## config.mk

```make
export PLATFORM = sky130hd
export DESIGN_NAME = divsqrt_issue_ctrl
export DESIGN_NICKNAME = d
export VERILOG_FILES = /design/src/rtl/divsqrt_issue_ctrl.sv
export SDC_FILE = /design/constraint.sdc
export NUM_CORES = 1
export LEC_CHECK = 0
export ABC_AREA = 1
export CAP_MARGIN = 30
export CORE_MARGIN = 1
export CORE_UTILIZATION = 44
export CTS_CLUSTER_DIAMETER = 150
export CTS_CLUSTER_SIZE = 14
export DETAILED_ROUTE_END_ITERATION = 12
export PLACE_DENSITY = 0.87
export SYNTH_ARGS = -nofsm -noshare
export SYNTH_HDL_FRONTEND = slang
export SYNTH_SLANG_ARGS = --single-unit
```

## constraint.sdc

```tcl
create_clock -name clk -period 1.81 [get_ports clk]
set_clock_uncertainty 0.15 [all_clocks]
set_input_delay 0.181 -clock clk [delete_from_list [all_inputs] [get_ports clk]]
set_output_delay 0.181 -clock clk [all_outputs]
set_load 0.02 [all_outputs]
```

## src/rtl/divsqrt_issue_ctrl.sv

```systemverilog
// divsqrt_issue_ctrl: issue/retire control for a fixed-latency div/sqrt datapath.
// Credits bound inflight + queued results so the stall-free datapath never overruns the FIFO.
package fpall_pkg;
    typedef enum logic [1:0] {OP_DIV = 2'd0, OP_SQRT = 2'd1} fp_op_e;
    typedef enum logic [1:0] {FMT_FP32 = 2'd0, FMT_FP16 = 2'd1, FMT_BF16 = 2'd2, FMT_FP8 = 2'd3} fp_fmt_e;
endpackage

module divsqrt_issue_ctrl
    import fpall_pkg::*;
#(
    parameter int LATENCY    = 2,
    parameter int FIFO_DEPTH = 4,
    parameter int TAG_W      = 4
) (
    input  logic             clk,
    input  logic             rst_n,
    input  logic             in_valid,
    output logic             in_ready,
    input  fp_op_e           in_opcode,
    input  fp_fmt_e          in_fmt,
    input  logic [31:0]      in_x,
    input  logic [31:0]      in_y,
    input  logic [TAG_W-1:0] in_tag,
    output fp_op_e           dp_opcode,
    output fp_fmt_e          dp_fmt,
    output logic [31:0]      dp_x,
    output logic [31:0]      dp_y,
    input  logic [31:0]      dp_r,
    output logic             out_valid,
    input  logic             out_ready,
    output logic [31:0]      out_r,
    output logic [TAG_W-1:0] out_tag,
    output logic             busy
);
    localparam int CW = $clog2(FIFO_DEPTH) + 1;
    localparam int PW = $clog2(FIFO_DEPTH);

    logic [CW-1:0]      credits_q, credits_d, count_q, count_d;
    logic [PW-1:0]      wptr_q, wptr_d, rptr_q, rptr_d;
    logic [LATENCY-1:0] vld_q, vld_d;
    logic [TAG_W-1:0]   tag_q [LATENCY];
    logic [TAG_W-1:0]   tag_d [LATENCY];
    logic [31:0]        r_mem [FIFO_DEPTH];
    logic [TAG_W-1:0]   t_mem [FIFO_DEPTH];
    fp_op_e             dp_opcode_q;
    fp_fmt_e            dp_fmt_q;
    logic [31:0]        dp_x_q, dp_y_q;
    logic               fire, pop, push;

    assign in_ready  = rst_n & (credits_q != '0);
    assign fire      = in_valid & in_ready;
    assign out_valid = count_q != '0;
    assign pop       = out_valid & out_ready;
    assign push      = vld_q[LATENCY-1];
    assign out_r     = r_mem[rptr_q];
    assign out_tag   = t_mem[rptr_q];
    assign busy      = (|vld_q) | out_valid;
    assign dp_opcode = dp_opcode_q;
    assign dp_fmt    = dp_fmt_q;
    assign dp_x      = dp_x_q;
    assign dp_y      = dp_y_q;

    always_comb begin
        credits_d = (fire & ~pop) ? credits_q - CW'(1) : (pop & ~fire) ? credits_q + CW'(1) : credits_q;
        count_d   = (push & ~pop) ? count_q + CW'(1) : (pop & ~push) ? count_q - CW'(1) : count_q;
        wptr_d    = push ? wptr_q + PW'(1) : wptr_q;
        rptr_d    = pop ? rptr_q + PW'(1) : rptr_q;
        vld_d     = '0;
        tag_d     = '{default: '0};
        vld_d[0]  = fire;
        tag_d[0]  = in_tag;
        for (int i = 1; i < LATENCY; i++) begin
            vld_d[i] = vld_q[i-1];
            tag_d[i] = tag_q[i-1];
        end
    end

    always_ff @(posedge clk) begin
        if (!rst_n) begin
            credits_q   <= CW'(FIFO_DEPTH);
            count_q     <= '0;
            wptr_q      <= '0;
            rptr_q      <= '0;
            vld_q       <= '0;
            dp_opcode_q <= OP_DIV;
            dp_fmt_q    <= FMT_FP32;
            dp_x_q      <= '0;
            dp_y_q      <= '0;
        end else begin
            credits_q <= credits_d;
            count_q   <= count_d;
            wptr_q    <= wptr_d;
            rptr_q    <= rptr_d;
            vld_q     <= vld_d;
            // operands only move on an accepted request to keep datapath inputs quiet
            if (fire) begin
                dp_opcode_q <= in_opcode;
                dp_fmt_q    <= in_fmt;
                dp_x_q      <= in_x;
                dp_y_q      <= in_y;
            end
        end
    end

    // dp_r is only sampled when a tracked op emerges, so idle X never reaches the FIFO
    always_ff @(posedge clk) begin
        tag_q <= tag_d;
        if (push) begin
            r_mem[wptr_q] <= dp_r;
            t_mem[wptr_q] <= tag_q[LATENCY-1];
        end
    end
endmodule

```

## Yosys cells after proc, flatten, opt, wreduce, memory -nomap -nowiden

Memory sizes are Yosys's and may differ from the RTL's. A register that Yosys moved wholly into a read port is not among the register bits.
Index checks and enable logic that the tools add are counted.
W data, S select, Z words.

- RAM bits: 144
- Register bits: 88
- Memories: 2
- Output and inout bits: 107
- Word-level logic and storage cells: 45

- Mux-type cells: 10
- Bitwise gates (word level): 11
- Add/sub/neg operators: 6
- Reductions and logical operators: 5

Memories:

| name | words | width | read ports | clocked after memory_dff | write ports | RTL line | source |
|---|---|---|---|---|---|---|---|
| r_mem | 4 | 32 | 1 | 1 | 1 | 43 | `logic [31:0] r_mem [FIFO_DEPTH];` |
| t_mem | 4 | 4 | 1 | 1 | 1 | 44 | `logic [TAG_W-1:0] t_mem [FIFO_DEPTH];` |

Operator list:

| operator | count |
|---|---|
| $mux W3 | 4 |
| $mux W2 | 4 |
| $and A1 B1 Y1 | 7 |
| $add A3 B1 Y3 const B | 2 |
| $reduce_bool A3 Y1 | 2 |
| $sub A3 B1 Y3 const B | 2 |
| $add A2 B1 Y2 const B | 2 |
| $reduce_bool A2 Y1 | 2 |
| $not A1 Y1 | 3 |
| $mux W1 | 2 |
| $reduce_or A2 Y1 | 1 |
| $or A1 B1 Y1 | 1 |

## Longest topological paths before layout

Gate-level depths: netlist (run 1).

- Depth in word-level cells: 7
- Mapped depth: 14

## Least setup slack after synthesis (run 1)

OpenSTA, ideal clock, no wires.

- Path kind: register -> register
- From: register credits_q[1]
- To: register credits_q[2]
- Arrival time: 1.743 ns
- Slack: -0.197 ns
- Cell stages (with the launch flop): 15
- Required time: 1.546 ns
- Cell sequence: dfxtp_1 inv_1 nand2_1 nand3_2 inv_2 buf_2 ha_1 inv_1 fa_1 inv_1 nand2_1 nand3_1 nor2_1 nor2_1 nand2_1

- Word-level cells in the longest chain between the ends: 6
- Elaborated cells between the ends (all ways): 11
- Classes of those cells: add/sub (2); mux (2); bitwise (5); reduce/logical (2)

RTL lines:

| element | RTL line | source |
|---|---|---|
| start, declared | 38 | `logic [CW-1:0] credits_q, credits_d, count_q, count_d;` |
| start signal, assigned | 80 | `credits_q <= CW'(FIFO_DEPTH);` |
| start signal, assigned | 90 | `credits_q <= credits_d;` |
| $reduce_bool A3 Y1 (*) | 50 | `assign in_ready = rst_n & (credits_q != '0);` |
| $and A1 B1 Y1 (*) | 50 |  |
| $and A1 B1 Y1 (*) | 51 | `assign fire = in_valid & in_ready;` |
| via fire | 48 | `logic fire, pop, push;` |
| $not A1 Y1 | 64 | `credits_d = (fire & ~pop) ? credits_q - CW'(1) : (pop & ~fire) ? credits_q + CW'(1) : credits_q;` |
| $and A1 B1 Y1 | 64 |  |
| $reduce_bool A2 Y1 (no source line) | -- |  |

Mark *: on every way through the listed nets, which the timed path passes. The rest lies on a longest branch. The select of a mux whose other input is x is not followed.
A chain may end at the register's enable or synchronous reset.

==> results of run 1 <==
-- metal layers --
| layer | up-vias | GRT usage, % | wire, um |
|---|---|---|---|
| li1 | 3074 | - | - |
| met1 | 3140 | 24.9 | 8490 |
| met4 | 0 | 6.58 | 599 |
| met5 | - | 0 | 0 |
| met2 | 335 | 40.4 | 12300 |
| met3 | 41 | 7.34 | 2440 |
-- worst paths after layout --
| check | endpoint | slack, ns | cells after the start |
|---|---|---|---|
| setup reg to reg | credits_q[2] | -0.03 | 13 |
| hold reg to reg | tag_q[0] | 0.18 | 0 |
| setup / recovery | out_r[17] | -0.22 | 5 |
| hold / removal | dp_x[15] | 0.09 | 3 |
-- power groups by stage --
stage / Combinational (W) / Sequential, W / Clock [W]
2_1_floorplan: 0.00167 / 0.00641 / 0
3_3_place_gp: 0.00355 / 0.00623 / 0
3_5_place_dp: 0.00362 / 0.00624 / 0
4_1_cts: 0.00382 / 0.00614 / 0.00411
5_1_grt: 0.00471 / 0.00620 / 0.00435
6_report: 0.00443 / 0.00617 / 0.00406
-- state kept, by name, summed over array words and instances, names as in the netlist, named ones only --
signal / count
dp_y: 32
dp_opcode: 2
wptr_q: 2
credits_q: 3
dp_fmt: 2
r_mem: 128
count_q: 3
vld_q: 2
rptr_q: 2
dp_x: 32
tag_q: 4
t_mem: 16
tag_d: 4
-- synthesized netlist by cell type --
master      n
nand3_2     1
edfxtp_1  144
inv_1      24
clkbuf_1   14
buf_6       2
nor2_1     81
nand2_1   159
buf_4       2
a21oi_1     8
o22ai_1    36
dfxtp_1    90
ha_1        6
o21ai_1     5
buf_1       2
fa_1        2
buf_2      25
o21ai_0    73
nand3_1    72
inv_2       2
-- tightest hold or removal path, stage by stage --
cell and delay (ns):
clkdlybuf4s50_1 0.39, nand2_1 0.06, nand2_1 0.04
-- through the flow --
step | std cells | total power (W) | hold slack, ns
2_1_floorplan | 748 | 0.00808 | 0.0587
3_3_place_gp | 1203 | 0.00978 | 0.163
3_5_place_dp | 1203 | 0.00986 | 0.164
4_1_cts | 1251 | 0.0141 | 0.0681
5_1_grt | 1262 | 0.0153 | 0.0758
6_report | 1262 | 0.0147 | 0.0862
-- layout make-up --
cell class              count  area [um2]  area share (%)
clock inverters             1        30.0           0.241
well taps                 260         325            2.61
repair buffers            266        2910            23.4
multi-input cells         443        2360            19.0
inverters                  26         123           0.984
clock buffers              32         567            4.55
flip-flops and latches    234        6140            49.3
-- what timing repair did --
item	4_1_cts	5_1_grt
buffers inserted	5	9
gates cloned	6	3
setup endpoints to repair	54	108
hold buffers	4	0
gates resized for setup	258	117
pin swaps	12	27
hold endpoints to repair	4	0
-- logic make-up (layout without fill, tap and decap cells) --
| logic type | after synthesis | count (layout) | share of synthesized area, % |
|---|---|---|---|
| AND/OR/NAND/NOR | 313 | 313 | 15.0 |
| flip-flops | 234 | 234 | 72.2 |
| AO/OA/AOI/OAI | 122 | 122 | 7.72 |
| buffers and inverters | 71 | 325 | 3.77 |
| adder cells (fa/ha/maj) | 8 | 8 | 1.36 |
==> run summary, run 1 <==
The chip height is 141 um, and the worst slew slack as a fraction of its limit is 67.4%. For the net count of the finished layout, the log shows 1107. The min-delay analysis places its worst path in the category in2reg.

In this run, flip-flops and latches consume 42.1% of the power. The die is 141 um wide. The flow ran to the end, but the final reports show violations. At the later pin of the worst-skew pair, clock insertion delay measures 0.49 ns.

For the worst setup path, the data required time is 1.48 ns. The analysis attributes to net switching a power of 0.00440 W. The proportion of total power due to net switching is 30.0%, and the post-route clock period utilization is 112%. During synthesis, Yosys emitted a total of 0 warnings.

For this run, the slowest stage of the critical path takes 0.39 ns. For the pin with the worst max-slew slack, the measured transition is 0.490 ns. In this run the most critical hold path is launched from in_x[15]. The buffer and inverter count on the worst path works out to 3. In this run the critical register-to-register path is launched from credits_q[0]. Counting every net in the synthesized netlist gives 864. Synthesis produced 748 cells. In this run the cell area measured after placement is 0.0111 mm2. The count of buffers added on input and output ports is 214. The total overflow left after global routing is 0. The tree built by TritonCTS fans out to 234 sinks. Setup repair after global routing could not meet its margin everywhere. The peak supply drop was 0.000879 V. Ranked by total cell area, the synthesized netlist is headed by edfxtp_1 (51%), dfxtp_1 (21%), nand2_1 (7.0%).

After floorplanning, the core was divided into 50 placement rows. In this run the biggest area consumer among cell types represents 50.9% of the synthesized area. The maximum buffer depth of the clock tree is 3, and the detailed router's first-iteration violation count is 518. The tool flagged a number of max-cap violations equal to 0.

The checks that failed: setup timing. The post-route DRC violation count is 0. The via total after detailed routing is 6590. The first global-routing pass estimated 33700 um of wire. The worst setup path is of the reg2out kind.

The element type at the critical path start was a flop. In the layout the commonest cells are nand2_1 (156), edfxtp_1 (144), clkdlybuf4s50_1 (133). Clock-pin slew was measured on the worst setup and hold paths at 0.06 ns. The floorplan step defined a die boundary enclosing 0.0199 mm2. TritonCTS built the clock tree.

The number of ports placed on the die boundary was 215; the routed wirelength normalized by instance count was 18.8 um. The largest individual stage delay along the critical path comes from the cell dfxtp_4. Cells fill 66.2% of the core in the end. Summed over all nets, the half-perimeter wirelength after detailed placement is 13700 um. The shortest clock period the worst path allows after layout is 2.03 ns. The final count of pins violating max slew was 0; the initial core utilization was 45.1%.

Highest fanout seen on the critical path: 12. The post-synthesis sequential element count came out at 234. Cell internal power was estimated by the tool at 0.0103 W.

The first detailed-routing pass took 8 iterations. The run gives -0.223 ns as the slack of the critical path. The final setup violation count was 37; the number of diodes was 0. The run gives 72.2% as the fraction of the yosys area taken by sequential cells.

The static leakage came out at 5.27 nW. In this design, the largest share of critical-path delay is due to buffers and inverters. Using the TritonRoute via totals, the vias-per-cell ratio works out to 5.22. The library cell used most frequently in the layout, excluding fill and tap cells, is nand2_1. For the count of final hold-check violations, the log shows 0.

The count of distinct cell types in the synthesized netlist was 19; the overall global routing resource usage was 22.3%. The run gives 0.0125 mm2 as the final standard cell area without fillers. Portion of total power attributed to combinational logic: 30.2%. The detailed-route wire length is 23800 um.

The setup TNS is -5.43 ns, and the CTS buffer count is 20. For this design the ratio of total power to cell area is 1180 mW/mm2. The logs give 492 MHz for the maximum achievable frequency and 1.70 ns for the arrival time reported for the critical path endpoint. Entering global routing, the biggest net connects 70 pins. The cell sitting at the root of the clock tree is a clkbuf_16. The share of total power in the clock network was 27.7%.

The signal on the critical path passes through inv_8 -> buf_12 -> o21ai_0 -> o22ai_1 -> buf_4. The H-tree depth came out at 1. After synthesis the cells add up to 0.00849 mm2.

Routability-driven placement finished with a final weighted congestion of 0.810. The filler cell count was 1333; the initial antenna violation count was 0. The area growth from synthesis to final layout was 46.8%.

In this run the remaining antenna-violating nets after routing total 0. The area inside the core boundary was 0.0188 mm2; the via count of the first global-routing pass was 6352. After synthesis, the mean cell area works out to 11.3 um2. The tools report the placement-stage worst setup slack as -0.204 ns. Of all cell types, the one taking the most synthesized area is edfxtp_1. The fraction of final layout cells sized beyond drive strength 1 was 18.2%. Type of destination of the critical path: a primary output.
(Power assumes the default switching activity.)
==> run 2, diff against run 1 <==
TNS_END_PERCENT = 20   (was unset)
==> run 2 against run 1 <==
  * The run still ends with setup timing left
  * Fmax rose by 3.1%
  * Final cell count down 0.95%
  * Sequential share of layout area rose by 0.95 points
  * Clock power rose by 1%
  * First-iteration DRC count fell by 30%
  * Via count decreased by 2.3%
  * Worst setup slack improved by 0.062 ns
  * Die area did not move
  * Register-to-register slack improved by 0.04 ns
  * Cell area down 1.9%
  * Largest power group unchanged
==> run summary, run 2 (same netlist as run 1, synthesis figures left out) <==
The horizontal extent of the die came out at 141 um (unchanged). The initial antenna violation count is 1 (+1). The clock-pin slew on the worst setup and hold paths was 0.07 ns (about the same).

The site row count is 50 (unchanged). TritonCTS built the clock tree. The run gives 0.000712 V (-19%) as the peak supply drop. The logs give 20 (unchanged) for the CTS buffer count and 1201 (-0.17%) for the number of cells after detailed placement. The fraction of final layout cells sized beyond drive strength 1 is 16.7% (-1.5 points). Number of violations of the max-capacitance limit: 0 (unchanged). The flow ran to the end, but the final reports show violations.

The via-per-instance ratio works out to 5.15 (-1.4%). The number of nets with antenna violations after detailed routing is 0 (unchanged), and the initial core utilization is 45.1% (unchanged). The logs give 1.64 ns (-0.06 ns) for the arrival time reported for the critical path endpoint and 0.0804 ns (-0.00580 ns) for the worst slack on hold paths.

The post-route DRC violation count came out at 0 (unchanged). The number of flip-flops in the largest register was 128 (unchanged). The tools report the number of non-filler instances in the completed layout as 1250 (-0.95%).

The signal on the critical path passes through buf_6 -> buf_16 -> o21ai_0 -> o22ai_1 -> buf_4. The tools report the static leakage as 5.24 nW (-0.50%). Origin of the worst min-delay path: in_opcode[1]. The net count of the finished layout is 1094 (-1.2%). The final reports fail on setup timing.

The library cell used most frequently in the layout, excluding fill and tap cells, is nand2_1. The depth of the worst register-to-register path works out to 13 (unchanged). For the number of ports placed on the die boundary, the log shows 215 (unchanged). The maximum buffer depth of the clock tree came out at 3 (unchanged). The tools report the count of final hold-check violations as 0 (unchanged). The count of cells along the worst hold path works out to 3 (unchanged). Setup repair after global routing could not meet its margin everywhere. The slack of the critical path is -0.161 ns (+0.0617 ns). r_mem holds more flip-flops than any other register. The required time reported for the critical path endpoint was 1.48 ns (about the same). The endpoint identified for the worst register-to-register timing path is credits_q[2]. The via count of the first global-routing pass came out at 6291 (-0.96%).

The path with the worst hold slack has its endpoint at dp_opcode[1]. The highest fanout seen on the critical path is 9 (-3), and the chip height is 141 um (unchanged). The ratio of total power to cell area was 1180 mW/mm2 (+0.24%).

The tree is rooted in a clkbuf_16. The final count of pins violating max slew was 0 (unchanged). The tools report the first-pass detailed-route iteration total as 4 (-4).

The detailed-route wire length came out at 23200 um (-2.2%). The reg2reg setup slack is 0.01 ns (+0.04 ns). The total grt overflow is 0 (unchanged). The H-tree depth came out at 1 (unchanged). The post-route clock period utilization is 109% (-3.4 points). The library cells used most frequently in the layout, excluding fill and tap cells, are nand2_1 (156), edfxtp_1 (144), clkdlybuf4s50_1 (123). The slew at the pin closest to its max-slew limit works out to 0.545 ns (+0.0558 ns).

The routed wirelength normalized by instance count was 18.6 um (-1.3%); the global-route wire length before repair was 32800 um (-2.6%). The type of destination of the critical path is a primary output. The maximum cell stage delay along the critical path came out at 0.38 ns (about the same). The run gives 0.0188 mm2 (unchanged) as the area inside the core boundary.

The logs give 13400 um (-2.3%) for the half-perimeter wire length after detailed placement and 21.4% (-0.91 points) for the overall global routing resource usage. The floorplan die area came out at 0.0199 mm2 (unchanged). The run gives 0.49 ns (about the same) as the latest clock arrival within the worst-skew pair.

The worst hold path belongs to the class in2reg. STA classifies the critical path startpoint as a flop. The maximum achievable frequency came out at 507 MHz (+3.1%). The tools report the worst slew slack as a fraction of its limit as 63.6% (-3.7 points). The detailed router's first-iteration violation count is 365 (-30%). The placer's final routability congestion estimate is 0.805 (-0.54%). The shortest clock period the worst path allows after layout is 1.97 ns (-0.0617 ns). For the maximum number of pins on one net before global-route repair, the log shows 78 (+11%). Compared with the post-synthesis result, the final layout area differs by 44.0%. The number of clock sinks came out at 234 (unchanged). The tools report the via total after detailed routing as 6437 (-2.3%).

By startpoint and endpoint, the worst setup path is classified as reg2out. In this run the critical register-to-register path is launched from credits_q[2]. The count of port buffers added during placement was 214 (unchanged).

The critical path's slowest cell is dfxtp_4. The run gives 36 (-2.7%) as the final setup violation count.
-- run 2: changes by cell type in the layout (fill, tap and decap cells not counted), moves of 4 or more --
cell	before	now
clkdlybuf4s50_1	133	123
o21ai_0	39	18
dlygate4sd2_1	13	19
buf_4	42	32
dlymetal6s2s_1	28	32
o21ai_4	6	2
o21ai_1	13	25
o21ai_2	20	33
-- run 2: through the flow --
step / power, W / setup TNS (ns) / setup WS, ns / util [%] / area, um2
detailed placement: 0.00989 / -4.34 / -0.194 / 58.7 / 11100
finish: 0.0144 / -3.54 / -0.161 / 64.9 / 12200
CTS: 0.0139 / -5.25 / -0.215 / 62.2 / 11700
floorplan: 0.00807 / -2.07 / -0.0937 / - / 8510
global placement: 0.00979 / -1.98 / -0.137 / 58.7 / 11100
global route: 0.0150 / -6.10 / -0.227 / 64.9 / 12200
-- run 2: where the power goes --
group	switching (W)	internal [W]
sequential	0.000181	0.00597
combinational	0.00233	0.00182
clock	0.00183	0.00228
total	0.00434	0.0101
-- run 2: cell type report --
class	count	area [um2]
sequential	234	6140
multi-input combinational	443	2300
antenna	1	2.50
fill	1355	6610
clock buffer	32	567
tap	260	325
inverter	26	113
clock inverter	1	30.0
timing repair buffer	253	2750
-- run 2: routing by layer --
layer | wire length, um | track usage [%]
met2 | 11800 | 37.2
met5 | 0 | 0
met1 | 8580 | 25.1
met4 | 648 | 6.24
met3 | 2200 | 7.17
-- run 2: worst max-delay path, delay by kind of cell (launching register included) --
family | cells | cell delay, ns
AOI/OAI and AO/OA | 2 | 0.30
buffers and inverters | 3 | 0.46
DFF | 1 | 0.38
-- run 2: how the worst max path moves through the flow --
| stage | from | end | slack [ns] |
|---|---|---|---|
| 3_5_place_dp | flop | out_r[11] | -0.19 |
| 2_1_floorplan | credits_q[2] | credits_q[2] | -0.09 |
| 4_1_cts | flop | out_r[13] | -0.21 |
| 5_1_grt | flop | out_r[24] | -0.23 |
| 6_report | flop | out_r[24] | -0.16 |
| 3_3_place_gp | in_valid | credits_q[2] | -0.14 |
-- run 2: repair_timing --
item / 4_1_cts / 5_1_grt
pin swaps: 7 / 27
endpoints found under the hold margin: 4 / 0
gates resized for setup: 224 / 167
buffers inserted: 2 / 2
hold buffers: 4 / 0
setup endpoints to repair: 60 / 76
gates cloned: 3 / 6
==> run 3, diff against run 2 <==
CTS_CLUSTER_DIAMETER = 60   (was 150)
==> run 3 against run 2 <==
  * Final cell count down 0.72%
  * Non-clock buffer count shrank 9
  * Hold slack better by 0.0069 ns
  * Sequential cell count did not move
  * Count of clock-buffer cells in the layout is 1 higher
  * Die area did not move
  * Via count fell by 2.2%
  * The flow still finishes with violations (setup timing)
  * Core utilization is 2.6 points lower
  * Worst setup slack gained 0.035 ns
  * Power down 4.8%
  * Critical endpoint is now out_r[9]
  * Wire length is 9.2% lower
==> run summary, run 3 (same netlist as run 1, synthesis figures left out) <==
The via-per-instance ratio works out to 5.07 (-1.5%). For the area inside the core boundary, the log shows 0.0188 mm2 (unchanged). The buffer type at the clock tree root was clkbuf_16. Type of destination of the critical path: a primary output. In the layout the commonest cells are nand2_1 (156), edfxtp_1 (144), clkdlybuf4s50_1 (133).

The tools report the final standard cell area without fillers as 0.0117 mm2 (-4.0%). TritonCTS built the clock tree. The maximum cell stage delay along the critical path was 0.39 ns (about the same); the detailed router's first-iteration violation count was 252 (-31%). The worst slew slack as a fraction of its limit is 53.5% (-10 points), and the peak supply drop is 0.000783 V (+9.9%).

The total power came out at 0.0137 W (-4.8%). The routed wirelength normalized by instance count is 17.0 um (-8.5%), and the slack of the critical path is -0.127 ns (+0.0346 ns). The site row count was 50 (unchanged). For the detailed-route wire length, the log shows 21100 um (-9.2%). Path category of the worst min-delay check: in2reg.

Area growth from synthesis to final layout: 38.2%. The buffer and inverter count on the worst path is 3 (unchanged). The checks that failed: setup timing. The number of flip-flops in the largest register was 128 (unchanged); the count of final hold-check violations was 0 (unchanged). The overall global routing resource usage is 20.8% (-0.57 points), and the highest fanout seen on the critical path is 22 (+13). For the post-route DRC violation count, the log shows 0 (unchanged). The run finished, with violations left. For the number of violations of the max-capacitance limit, the log shows 0 (unchanged). The tools report the number of setup buffers added after CTS as 0 (-2). The origin of the critical flop-to-flop path was count_q[1]. The chip height works out to 141 um (unchanged). The worst setup path is launched from a flop.

Half-perimeter wire length after detailed placement: 13400 um (unchanged). The logs give 0 (unchanged) for the final count of pins violating max slew and 0.805 (unchanged) for the placer's final routability congestion estimate. The slew at the pin closest to its max-slew limit works out to 0.698 ns (+0.153 ns). The tools report the first-pass detailed-route iteration total as 5 (+1).

Grouping stages by cell kind, the critical path spends the most delay in buffers and inverters. The total grt overflow came out at 0 (unchanged). The global-route wire length before repair was 32200 um (-1.9%).

Register bank with the most flops: r_mem. The horizontal extent of the die works out to 141 um (unchanged). The logs give 6215 (-1.2%) for the via count of the first global-routing pass and 234 (unchanged) for the number of clock sinks. For the via total after detailed routing, the log shows 6294 (-2.2%). The latest clock arrival within the worst-skew pair is 0.49 ns (about the same), and the static leakage is 4.93 nW (-5.9%). The post-route clock period utilization was 107% (-1.9 points); the ratio of total power to cell area was 1170 mW/mm2 (-0.81%).

The maximum buffer depth of the clock tree was 3 (unchanged). Critical path's slowest cell: dfxtp_4. Floorplan die area: 0.0199 mm2 (unchanged).

The required time reported for the critical path endpoint was 1.48 ns (about the same); the initial antenna violation count was 0 (-1). The worst setup path is of the reg2out kind. The H-tree depth is 1 (unchanged).

The final setup violation count was 36 (unchanged). The signal on the critical path passes through inv_6 -> buf_12 -> o21ai_1 -> o22ai_1 -> buf_4. The origin of the worst min-delay path was in_opcode[1]. For the filler cell count, the log shows 1434 (+5.8%).

The CTS buffer count was 20 (unchanged); the fraction of final layout cells sized beyond drive strength 1 was 11.2% (-5.5 points). The leading cell type in the layout, fill and taps excluded is nand2_1. For the core utilization of the finished layout, the log shows 62.3% (-2.6 points). For the maximum number of pins on one net before global-route repair, the log shows 78 (unchanged).

The clock-pin slew on the worst setup and hold paths is 0.06 ns (about the same), and the placed instance area is 0.0111 mm2 (unchanged). The net count of the finished layout was 1085 (-0.82%). For the number of ports placed on the die boundary, the log shows 215 (unchanged). The count of port buffers added during placement is 214 (unchanged), and the number of nets with antenna violations after detailed routing is 0 (unchanged). The initial core utilization was 45.1% (unchanged); the maximum achievable frequency was 516 MHz (+1.8%). Arrival time reported for the critical path endpoint: 1.61 ns (-0.03 ns). Setup repair after global routing could not meet its margin everywhere.

The shortest clock period the worst path allows after layout came out at 1.94 ns (-0.0346 ns). The number of diodes came out at 0 (-1).
[run 3: path summary, 6_finish.rpt]
check / to / slack, ns / depth (start not counted)
worst max-delay path: out_r[9] / -0.13 / 5
worst min-delay path: dp_opcode[1] / 0.09 / 3
worst max register to register: credits_q[2] / 0.01 / 12
worst min register to register: tag_q[0] / 0.18 / 0
[run 3: repair_timing]
item,4_1_cts,5_1_grt
cloned,1,1
hold buffers,4,0
setup endpoints to repair,57,68
endpoints found under the hold margin,4,0
pin swaps,2,2
gates resized for setup,223,66
[run 3: layer usage]
layer / wire length [um] / share of wire (%) / GRT usage [%] / up-vias
li1: - / - / - / 3028
met1: 8000 / 38 / 24.5 / 2988
met2: 10400 / 49 / 36.4 / 244
met3: 2280 / 11 / 7.00 / 34
met4: 480 / 2.3 / 5.61 / 0
met5: 0 / 0 / 0 / -
[run 3: area by class of cell]
class,count,area [um2],share of cell area (%)
tap,260,325,2.77
clock buffer,33,571,4.86
inverter,26,109,0.928
timing repair buffer,244,2500,21.3
sequential,234,6140,52.3
multi-input combinational,443,2090,17.8
clock inverter,1,5.00,0.0427
[run 3: worst min-delay path, cell delays in order]
cell and delay (ns):
clkdlybuf4s50_1 0.39, nand2_1 0.06, nand2_1 0.04
[run 3: where the power goes]
part	leakage, nW	total [W]	switching, W	internal [W]
Combinational	2.61	0.00366	0.00210	0.00156
Sequential	2.05	0.00615	0.000180	0.00597
Clock	0.277	0.00392	0.00177	0.00215
Total	4.93	0.0137	0.00406	0.00967
[run 3: through the flow]
step	std cells	setup slack, ns	hold slack, ns	TNS [ns]
final	1241	-0.127	0.0873	-2.72
after global routing	1241	-0.199	0.0815	-5.65
after CTS	1240	-0.163	0.0693	-3.32
after detailed placement	1201	-0.194	0.163	-4.34
after global placement	1201	-0.137	0.165	-1.98
after floorplan	748	-0.0937	0.0587	-2.07
